<file path="src/rtl/mem_initiator_if.sv">
// CPU-side request/response and byte-wide memory bus bundle for mem_initiator.
// master = the initiator's view, slave = the core/memory side.
interface mem_initiator_if;
  logic        req_valid;
  logic        req_ready;
  logic        req_write;
  logic [1:0]  req_size;
  logic        req_signed;
  logic [31:0] req_addr;
  logic [31:0] req_wdata;
  logic        resp_valid;
  logic [31:0] resp_rdata;
  logic        resp_err;
  logic [31:0] mem_addr;
  logic [7:0]  mem_wdata;
  logic [7:0]  mem_rdata;
  logic        memory_read_en;
  logic        memory_write_en;
  logic        mem_ready;

  modport master (
    input  req_valid, req_write, req_size, req_signed, req_addr, req_wdata,
    input  mem_rdata, mem_ready,
    output req_ready, resp_valid, resp_rdata, resp_err,
    output mem_addr, mem_wdata, memory_read_en, memory_write_en
  );

  modport slave (
    output req_valid, req_write, req_size, req_signed, req_addr, req_wdata,
    output mem_rdata, mem_ready,
    input  req_ready, resp_valid, resp_rdata, resp_err,
    input  mem_addr, mem_wdata, memory_read_en, memory_write_en
  );
endinterface

</file>
<file path="src/rtl/mem_initiator.sv">
// Splits byte/half/word loads and stores into single-byte memory accesses,
// with a one-entry last-read cache to avoid the memory's repeated-read stall.
module mem_initiator #(
  parameter int unsigned TIMEOUT = 8
) (
  input  logic            clk,
  input  logic            rst_n,
  mem_initiator_if.master bus
);

  localparam int unsigned CNT_W = $clog2(TIMEOUT + 1);
  localparam logic [CNT_W-1:0] CNT_LAST = CNT_W'(TIMEOUT - 1);

  typedef enum logic [1:0] {S_IDLE, S_WR, S_RD, S_DONE} state_e;

  state_e           state_q;
  logic             req_ready_q;
  logic             resp_valid_q;
  logic             resp_err_q;
  logic [31:0]      resp_rdata_q;
  logic [31:0]      mem_addr_q;
  logic [7:0]       mem_wdata_q;
  logic             rd_en_q;
  logic             wr_en_q;
  logic [1:0]       size_q;
  logic             signed_q;
  logic [31:0]      wdata_q;
  logic [31:0]      rbuf_q;
  logic [1:0]       idx_q;
  logic [1:0]       last_q;
  logic             hit_q;
  logic [CNT_W-1:0] cnt_q;
  logic             trk_valid_q;
  logic [31:0]      trk_addr_q;
  logic [7:0]       trk_data_q;

  logic [1:0]  last_c;
  logic [1:0]  idx_nx_c;
  logic [31:0] next_addr_c;
  logic        hit0_c;
  logic        rd_done_c;
  logic        next_hit_c;
  logic [7:0]  rd_byte_c;
  logic [31:0] word_c;
  logic [31:0] ext_c;

  assign idx_nx_c    = idx_q + 2'd1;
  assign next_addr_c = mem_addr_q + 32'd1;
  assign hit0_c      = trk_valid_q && (trk_addr_q == bus.req_addr);
  assign rd_done_c   = hit_q || bus.mem_ready;
  assign rd_byte_c   = hit_q ? trk_data_q : bus.mem_rdata;
  // After this byte completes the tracker holds either its old entry (hit) or this byte.
  assign next_hit_c  = (hit_q ? trk_addr_q : mem_addr_q) == next_addr_c;

  always_comb begin
    last_c = 2'd3;
    case (bus.req_size)
      2'd0:    last_c = 2'd0;
      2'd1:    last_c = 2'd1;
      default: last_c = 2'd3;
    endcase
  end

  // Assembled load word including the byte completing this cycle, then extended.
  always_comb begin
    word_c = rbuf_q;
    word_c[{idx_q, 3'b000} +: 8] = rd_byte_c;
  end

  always_comb begin
    ext_c = word_c;
    if (size_q == 2'd0) begin
      ext_c = {{24{signed_q & word_c[7]}}, word_c[7:0]};
    end else if (size_q == 2'd1) begin
      ext_c = {{16{signed_q & word_c[15]}}, word_c[15:0]};
    end
  end

  always_ff @(posedge clk or negedge rst_n) begin
    if (!rst_n) begin
      state_q      <= S_IDLE;
      req_ready_q  <= 1'b1;
      resp_valid_q <= 1'b0;
      resp_err_q   <= 1'b0;
      resp_rdata_q <= '0;
      mem_addr_q   <= '0;
      mem_wdata_q  <= '0;
      rd_en_q      <= 1'b0;
      wr_en_q      <= 1'b0;
      size_q       <= '0;
      signed_q     <= 1'b0;
      wdata_q      <= '0;
      rbuf_q       <= '0;
      idx_q        <= '0;
      last_q       <= '0;
      hit_q        <= 1'b0;
      cnt_q        <= '0;
      trk_valid_q  <= 1'b0;
      trk_addr_q   <= '0;
      trk_data_q   <= '0;
    end else begin
      case (state_q)
        S_IDLE: begin
          if (bus.req_valid) begin
            req_ready_q <= 1'b0;
            size_q      <= bus.req_size;
            signed_q    <= bus.req_signed;
            wdata_q     <= bus.req_wdata;
            last_q      <= last_c;
            idx_q       <= '0;
            cnt_q       <= '0;
            rbuf_q      <= '0;
            mem_addr_q  <= bus.req_addr;
            if (bus.req_size == 2'd3) begin
              state_q      <= S_DONE;
              resp_valid_q <= 1'b1;
              resp_err_q   <= 1'b1;
              resp_rdata_q <= '0;
            end else if (bus.req_write) begin
              state_q     <= S_WR;
              wr_en_q     <= 1'b1;
              mem_wdata_q <= bus.req_wdata[7:0];
              trk_valid_q <= 1'b0;
            end else begin
              state_q <= S_RD;
              hit_q   <= hit0_c;
              rd_en_q <= !hit0_c;
            end
          end
        end
        S_WR: begin
          if (idx_q == last_q) begin
            state_q      <= S_DONE;
            wr_en_q      <= 1'b0;
            resp_valid_q <= 1'b1;
            resp_err_q   <= 1'b0;
            resp_rdata_q <= '0;
          end else begin
            idx_q       <= idx_nx_c;
            mem_addr_q  <= next_addr_c;
            mem_wdata_q <= wdata_q[{idx_nx_c, 3'b000} +: 8];
          end
        end
        S_RD: begin
          if (rd_done_c) begin
            if (!hit_q) begin
              trk_valid_q <= 1'b1;
              trk_addr_q  <= mem_addr_q;
              trk_data_q  <= bus.mem_rdata;
            end
            rbuf_q <= word_c;
            cnt_q  <= '0;
            if (idx_q == last_q) begin
              state_q      <= S_DONE;
              rd_en_q      <= 1'b0;
              hit_q        <= 1'b0;
              resp_valid_q <= 1'b1;
              resp_err_q   <= 1'b0;
              resp_rdata_q <= ext_c;
            end else begin
              idx_q      <= idx_nx_c;
              mem_addr_q <= next_addr_c;
              hit_q      <= next_hit_c;
              rd_en_q    <= !next_hit_c;
            end
          end else if (cnt_q == CNT_LAST) begin
            // Memory never answered: abandon the remaining bytes.
            state_q      <= S_DONE;
            rd_en_q      <= 1'b0;
            trk_valid_q  <= 1'b0;
            resp_valid_q <= 1'b1;
            resp_err_q   <= 1'b1;
            resp_rdata_q <= '0;
          end else begin
            cnt_q <= cnt_q + CNT_W'(1);
          end
        end
        S_DONE: begin
          state_q      <= S_IDLE;
          req_ready_q  <= 1'b1;
          resp_valid_q <= 1'b0;
          resp_err_q   <= 1'b0;
          resp_rdata_q <= '0;
        end
        default: state_q <= S_IDLE;
      endcase
    end
  end

  assign bus.req_ready       = req_ready_q;
  assign bus.resp_valid      = resp_valid_q;
  assign bus.resp_err        = resp_err_q;
  assign bus.resp_rdata      = resp_rdata_q;
  assign bus.mem_addr        = mem_addr_q;
  assign bus.mem_wdata       = mem_wdata_q;
  assign bus.memory_read_en  = rd_en_q;
  assign bus.memory_write_en = wr_en_q;

endmodule

</file>
<file path="src/flat_wrapper.sv">
// flat-port wrapper written by rule: the top's interface ports become plain ports
module mem_initiator_flat 
#(
  parameter int unsigned TIMEOUT = 8
)
  (clk, rst_n, bus_req_valid, bus_req_write, bus_req_size, bus_req_signed, bus_req_addr, bus_req_wdata, bus_mem_rdata, bus_mem_ready, bus_req_ready, bus_resp_valid, bus_resp_rdata, bus_resp_err, bus_mem_addr, bus_mem_wdata, bus_memory_read_en, bus_memory_write_en);
  mem_initiator_if bus_i ();
  input  logic clk;
  input  logic rst_n;
  input wire logic [$bits(bus_i.req_valid)-1:0] bus_req_valid;
  input wire logic [$bits(bus_i.req_write)-1:0] bus_req_write;
  input wire logic [$bits(bus_i.req_size)-1:0] bus_req_size;
  input wire logic [$bits(bus_i.req_signed)-1:0] bus_req_signed;
  input wire logic [$bits(bus_i.req_addr)-1:0] bus_req_addr;
  input wire logic [$bits(bus_i.req_wdata)-1:0] bus_req_wdata;
  input wire logic [$bits(bus_i.mem_rdata)-1:0] bus_mem_rdata;
  input wire logic [$bits(bus_i.mem_ready)-1:0] bus_mem_ready;
  output wire logic [$bits(bus_i.req_ready)-1:0] bus_req_ready;
  output wire logic [$bits(bus_i.resp_valid)-1:0] bus_resp_valid;
  output wire logic [$bits(bus_i.resp_rdata)-1:0] bus_resp_rdata;
  output wire logic [$bits(bus_i.resp_err)-1:0] bus_resp_err;
  output wire logic [$bits(bus_i.mem_addr)-1:0] bus_mem_addr;
  output wire logic [$bits(bus_i.mem_wdata)-1:0] bus_mem_wdata;
  output wire logic [$bits(bus_i.memory_read_en)-1:0] bus_memory_read_en;
  output wire logic [$bits(bus_i.memory_write_en)-1:0] bus_memory_write_en;
  assign bus_i.req_valid = bus_req_valid;
  assign bus_i.req_write = bus_req_write;
  assign bus_i.req_size = bus_req_size;
  assign bus_i.req_signed = bus_req_signed;
  assign bus_i.req_addr = bus_req_addr;
  assign bus_i.req_wdata = bus_req_wdata;
  assign bus_i.mem_rdata = bus_mem_rdata;
  assign bus_i.mem_ready = bus_mem_ready;
  assign bus_req_ready = bus_i.req_ready;
  assign bus_resp_valid = bus_i.resp_valid;
  assign bus_resp_rdata = bus_i.resp_rdata;
  assign bus_resp_err = bus_i.resp_err;
  assign bus_mem_addr = bus_i.mem_addr;
  assign bus_mem_wdata = bus_i.mem_wdata;
  assign bus_memory_read_en = bus_i.memory_read_en;
  assign bus_memory_write_en = bus_i.memory_write_en;
  mem_initiator #(.TIMEOUT(TIMEOUT)) u_core (.clk(clk), .rst_n(rst_n), .bus(bus_i));
endmodule
</file>
<file path="config.mk">
export PLATFORM = sky130hd
export DESIGN_NAME = mem_initiator_flat
export DESIGN_NICKNAME = d
export VERILOG_FILES = /design/src/rtl/mem_initiator_if.sv /design/src/rtl/mem_initiator.sv /design/src/flat_wrapper.sv
export SDC_FILE = /design/constraint.sdc
export NUM_CORES = 1
export LEC_CHECK = 0
export ABC_CLOCK_PERIOD_IN_PS = 4250
export CORE_ASPECT_RATIO = 0.7
export CORE_MARGIN = 2
export CORE_UTILIZATION = 55
export CTS_BUF_LIST = sky130_fd_sc_hd__clkbuf_8 sky130_fd_sc_hd__clkbuf_16
export CTS_CLUSTER_DIAMETER = 40
export CTS_CLUSTER_SIZE = 30
export DETAILED_ROUTE_END_ITERATION = 7
export GPL_TIMING_DRIVEN = 0
export PLACE_DENSITY = 0.85
export SYNTH_ARGS = -nofsm -noshare
export SYNTH_HDL_FRONTEND = slang
export SYNTH_SLANG_ARGS = --single-unit
</file>
<file path="constraint.sdc">
create_clock -name clk -period 4.25 [get_ports clk]
set_clock_uncertainty 0.05 [all_clocks]
set_input_delay 1.275 -clock clk [delete_from_list [all_inputs] [get_ports clk]]
set_output_delay 1.275 -clock clk [all_outputs]
set_load 0.1 [all_outputs]
</file>
==> results.yml <==
detailed_routing:
  firstDrtPassIters: 5
  drc_errors: 0
  drt-total-wl_um: 31900
  wl_met1_um: 14300
  initialDrtViolationCount: 1298
  top_layer_used: "met5"
  routed-wl-met2_um: 13200
  viasPerCell: 6.30
  wl_per_cell_um: 20.8
  num_vias: 9646
  drtAntennaViolNets: 0
  wl_met3_um: 3950
timing:
  period_share_pct: 95.9
  worst_slew_pin_slew_ns: 1.05
  finalHoldViolCount: 0
  setup_viol: 0
  max_freq_ghz: 0.245
  fin_crit_ns: 4.08
  drv_slew: 0
  max-slew-margin-rel_pct: 30.0
  rsz0062_at_grt: "false"
worst_setup_path:
  r2r_end: "u_core.bus.resp_rdata[29]"
  crit_path_end_kind: "flip-flop"
  r2r_slack_ns: 0.17
  crit_type: "reg -> reg"
  max_stage_delay_ns: 0.82
  cp.required_ns: 4.54
  crit_arrival_ns: 4.36
  reg2reg_depth: 7
  r2r_start: "u_core.hit_q"
  slowest_stage: "mux2i_1"
  path_common_cell: "clkbuf_1"
  path_cells: "clkbuf_1, clkbuf_1, buf_1, clkbuf_1, mux2i_1, o221ai_1, a22o_1"
  cp-start-kind: "flip-flop"
  critPathMaxFanout: 10
grt:
  grt_pass1_vias: 8964
  grt_max_degree: 104
  grt_pass1_wl_um: 49700
  gr-total-overflow: 0
  antenna_found_initial: 1
  grt_usage_pct: 31.8
die:
  rows: 42
  die_y_um: 120
  dieArea_um2: 20500
  die_x_um: 170
  io_pins: 157
  coreArea_um2: 18900
  start_util_pct: 56.3
clock_tree:
  clk_latency_ns: 0.45
  cts_made_buffers: 17
  cts_setup_buffers: 0
  clk_pin_slew_ns: 0.08
  cts_root_buffer: "clkbuf_16"
  clock_sink_count: 196
  cts_tree: "done"
  cts-htree-levels: 4
  ctsLongestPathBuffers: 2
logic_synthesis:
  syn_nets: 1190
  synth_xor_area_share_pct: 6.33
  synth_mux_area_share_pct: 10.5
  syn_inst: 1099
  async_flop_share_pct: 100
  yosys_warnings: 0
  syn_area_per_cell_um2: 9.69
  ys_seq_area_share_pct: 46.1
  synthAdderAreaFrac_pct: 1.29
  netlist_area_um2: 10700
  synth-simple-area-share_pct: 14.2
  synth_compound_area_share_pct: 17.1
  ys.flop_type: "dfrtp_1"
  ys_ff_latch: 196
  synth_edf_count: 0
  synth_top_family_by_area: "compound AO/OA/AOI/OAI gates"
  ys_types: 59
worst_hold_path:
  hp-class: "reg -> reg"
  hold_start: "u_core.bus.resp_rdata[15]"
  holdPathEnd: "u_core.bus.resp_rdata[15]"
  hold_depth: 2
status:
  status: "completed"
placed_design:
  dp.final_hpwl_um: 23700
  gp_congestion: 0.965
  io_buffer_count: 155
finish:
  layout.nets: 1366
  drive_gt1_share_pct: 10.9
  multi_input_area_um2: 5300
  diodes: 0
  register_area_um2: 4910
  postLayoutCoreUtil_pct: 69.5
  final_cell_mix: "dfrtp_1, clkdlybuf4s50_1, nand2_1, o21ai_0, mux2_2"
  final_common_cell: "dfrtp_1"
  fill_cells: 1477
  area_growth_pct: 23.4
flow_run:
  cap_violations: 0
-- worst max-delay path, delay by kind of cell, from the launching register on --
kind / cells / cell delay, ns
buffers and inverters: 4 / 2.24
AO/OA/AOI/OAI: 2 / 0.52
flip-flops: 1 / 0.32
multiplexers: 1 / 0.82
-- worst max-delay path by stage --
stage / start / end / slack, ns / depth (start not counted)
after detailed placement: bus_req_valid / u_core.bus.resp_rdata[28] / -0.26 / 8
after global placement: rst_n / u_core.wdata_q[30] / -6.32 / 1
after CTS: u_core.idx_q[0] / u_core.bus.resp_rdata[28] / 0.01 / 11
after floorplan: u_core.bus.mem_addr[0] / u_core.hit_q / 0.51 / 9
final: u_core.hit_q / u_core.bus.resp_rdata[29] / 0.17 / 7
after global routing: u_core.hit_q / u_core.bus.resp_rdata[29] / 0.02 / 7
-- Yosys cell counts (3+ instances only) --
| library cell | instances | area, um2 |
|---|---|---|
| ha_1 | 11 | 138 |
| nand2b_1 | 10 | 62.6 |
| o31ai_1 | 8 | 60.1 |
| a21oi_1 | 58 | 290 |
| o21a_1 | 3 | 22.5 |
| o32ai_1 | 7 | 61.3 |
| o22ai_1 | 56 | 350 |
| mux4_2 | 8 | 180 |
| nand2_1 | 122 | 458 |
| xor2_1 | 52 | 455 |
| and4_1 | 9 | 78.8 |
| o2111ai_1 | 3 | 26.3 |
| nor3_1 | 19 | 95.1 |
| o21ai_0 | 97 | 485 |
| xnor2_1 | 25 | 219 |
| nand3_1 | 43 | 215 |
| buf_2 | 11 | 55.1 |
| a22o_1 | 18 | 158 |
| buf_1 | 6 | 22.5 |
| clkbuf_1 | 59 | 221 |
| a21boi_0 | 3 | 22.5 |
| nor4_1 | 17 | 106 |
| and3_1 | 13 | 81.3 |
| nor2_1 | 41 | 154 |
| o221ai_1 | 16 | 140 |
| nand4_2 | 5 | 62.6 |
| nand4_1 | 12 | 75.1 |
| dfrtp_1 | 195 | 4880 |
| mux2_2 | 66 | 743 |
| nor2b_1 | 4 | 25.0 |
| a31oi_1 | 4 | 25.0 |
| mux2i_1 | 20 | 200 |
| inv_1 | 42 | 158 |
-- cell families after synthesis --
family | count (synthesis)
xor gates and xnor gates | 77
buffers and inverters | 120
adders and majority gates | 11
and+or+nand+nor | 307
AOI/OAI and AO/OA | 294
DFF | 196
muxes | 94
-- layout make-up --
| cell class | instances | share of cell area, % |
|---|---|---|
| Inverter | 42 | 1.20 |
| Sequential cell | 196 | 37.3 |
| Tap cell | 242 | 2.30 |
| Multi-Input combinational cell | 783 | 40.3 |
| Clock inverter | 15 | 1.12 |
| Buffer | 77 | 2.36 |
| Timing Repair Buffer | 158 | 12.1 |
| Clock buffer | 17 | 3.24 |
-- layer usage --
layer | vias to the layer above | track usage (%)
li1 | 4344 | -
met1 | 4655 | 48.3
met2 | 597 | 44.6
met3 | 48 | 9.85
met4 | 2 | 6.73
met5 | - | 0
-- stage by stage --
step | instance area, um2 | TNS [ns] | worst slack [ns] | hold slack, ns | instances
floorplan | 10700 | 0 | 0.510 | 0.400 | 1099
finish | 13100 | 0 | 0.175 | 0.417 | 1530
detailed placement | 12500 | -2.72 | -0.264 | 0.406 | 1498
global route | 13100 | 0 | 0.0163 | 0.448 | 1530
global placement | 12500 | -1248.63 | -6.32 | 0.402 | 1496
CTS | 13100 | 0 | 0.0135 | 0.424 | 1530
-- sequential cells by signal, summed over array words and instances, names as in the netlist, 2 cells and up --
name	count
u_core.bus.mem_wdata	8
u_core.state_q	2
u_core.idx_q	2
u_core.size_q	2
u_core.trk_addr_q	32
u_core.rbuf_q	32
u_core.bus.resp_rdata	32
u_core.bus.mem_addr	32
u_core.wdata_q	32
u_core.last_q	2
u_core.cnt_q	4
u_core.trk_data_q	8
-- repair_timing --
| item | in CTS | in global routing |
|---|---|---|
| hold buffers | 0 | 0 |
| resized for setup | 0 | 5 |
| setup endpoints to repair | 0 | 6 |
Power is not shown: default switching activity piles up to over one toggle a cycle in this logic, so the estimate is an artifact.
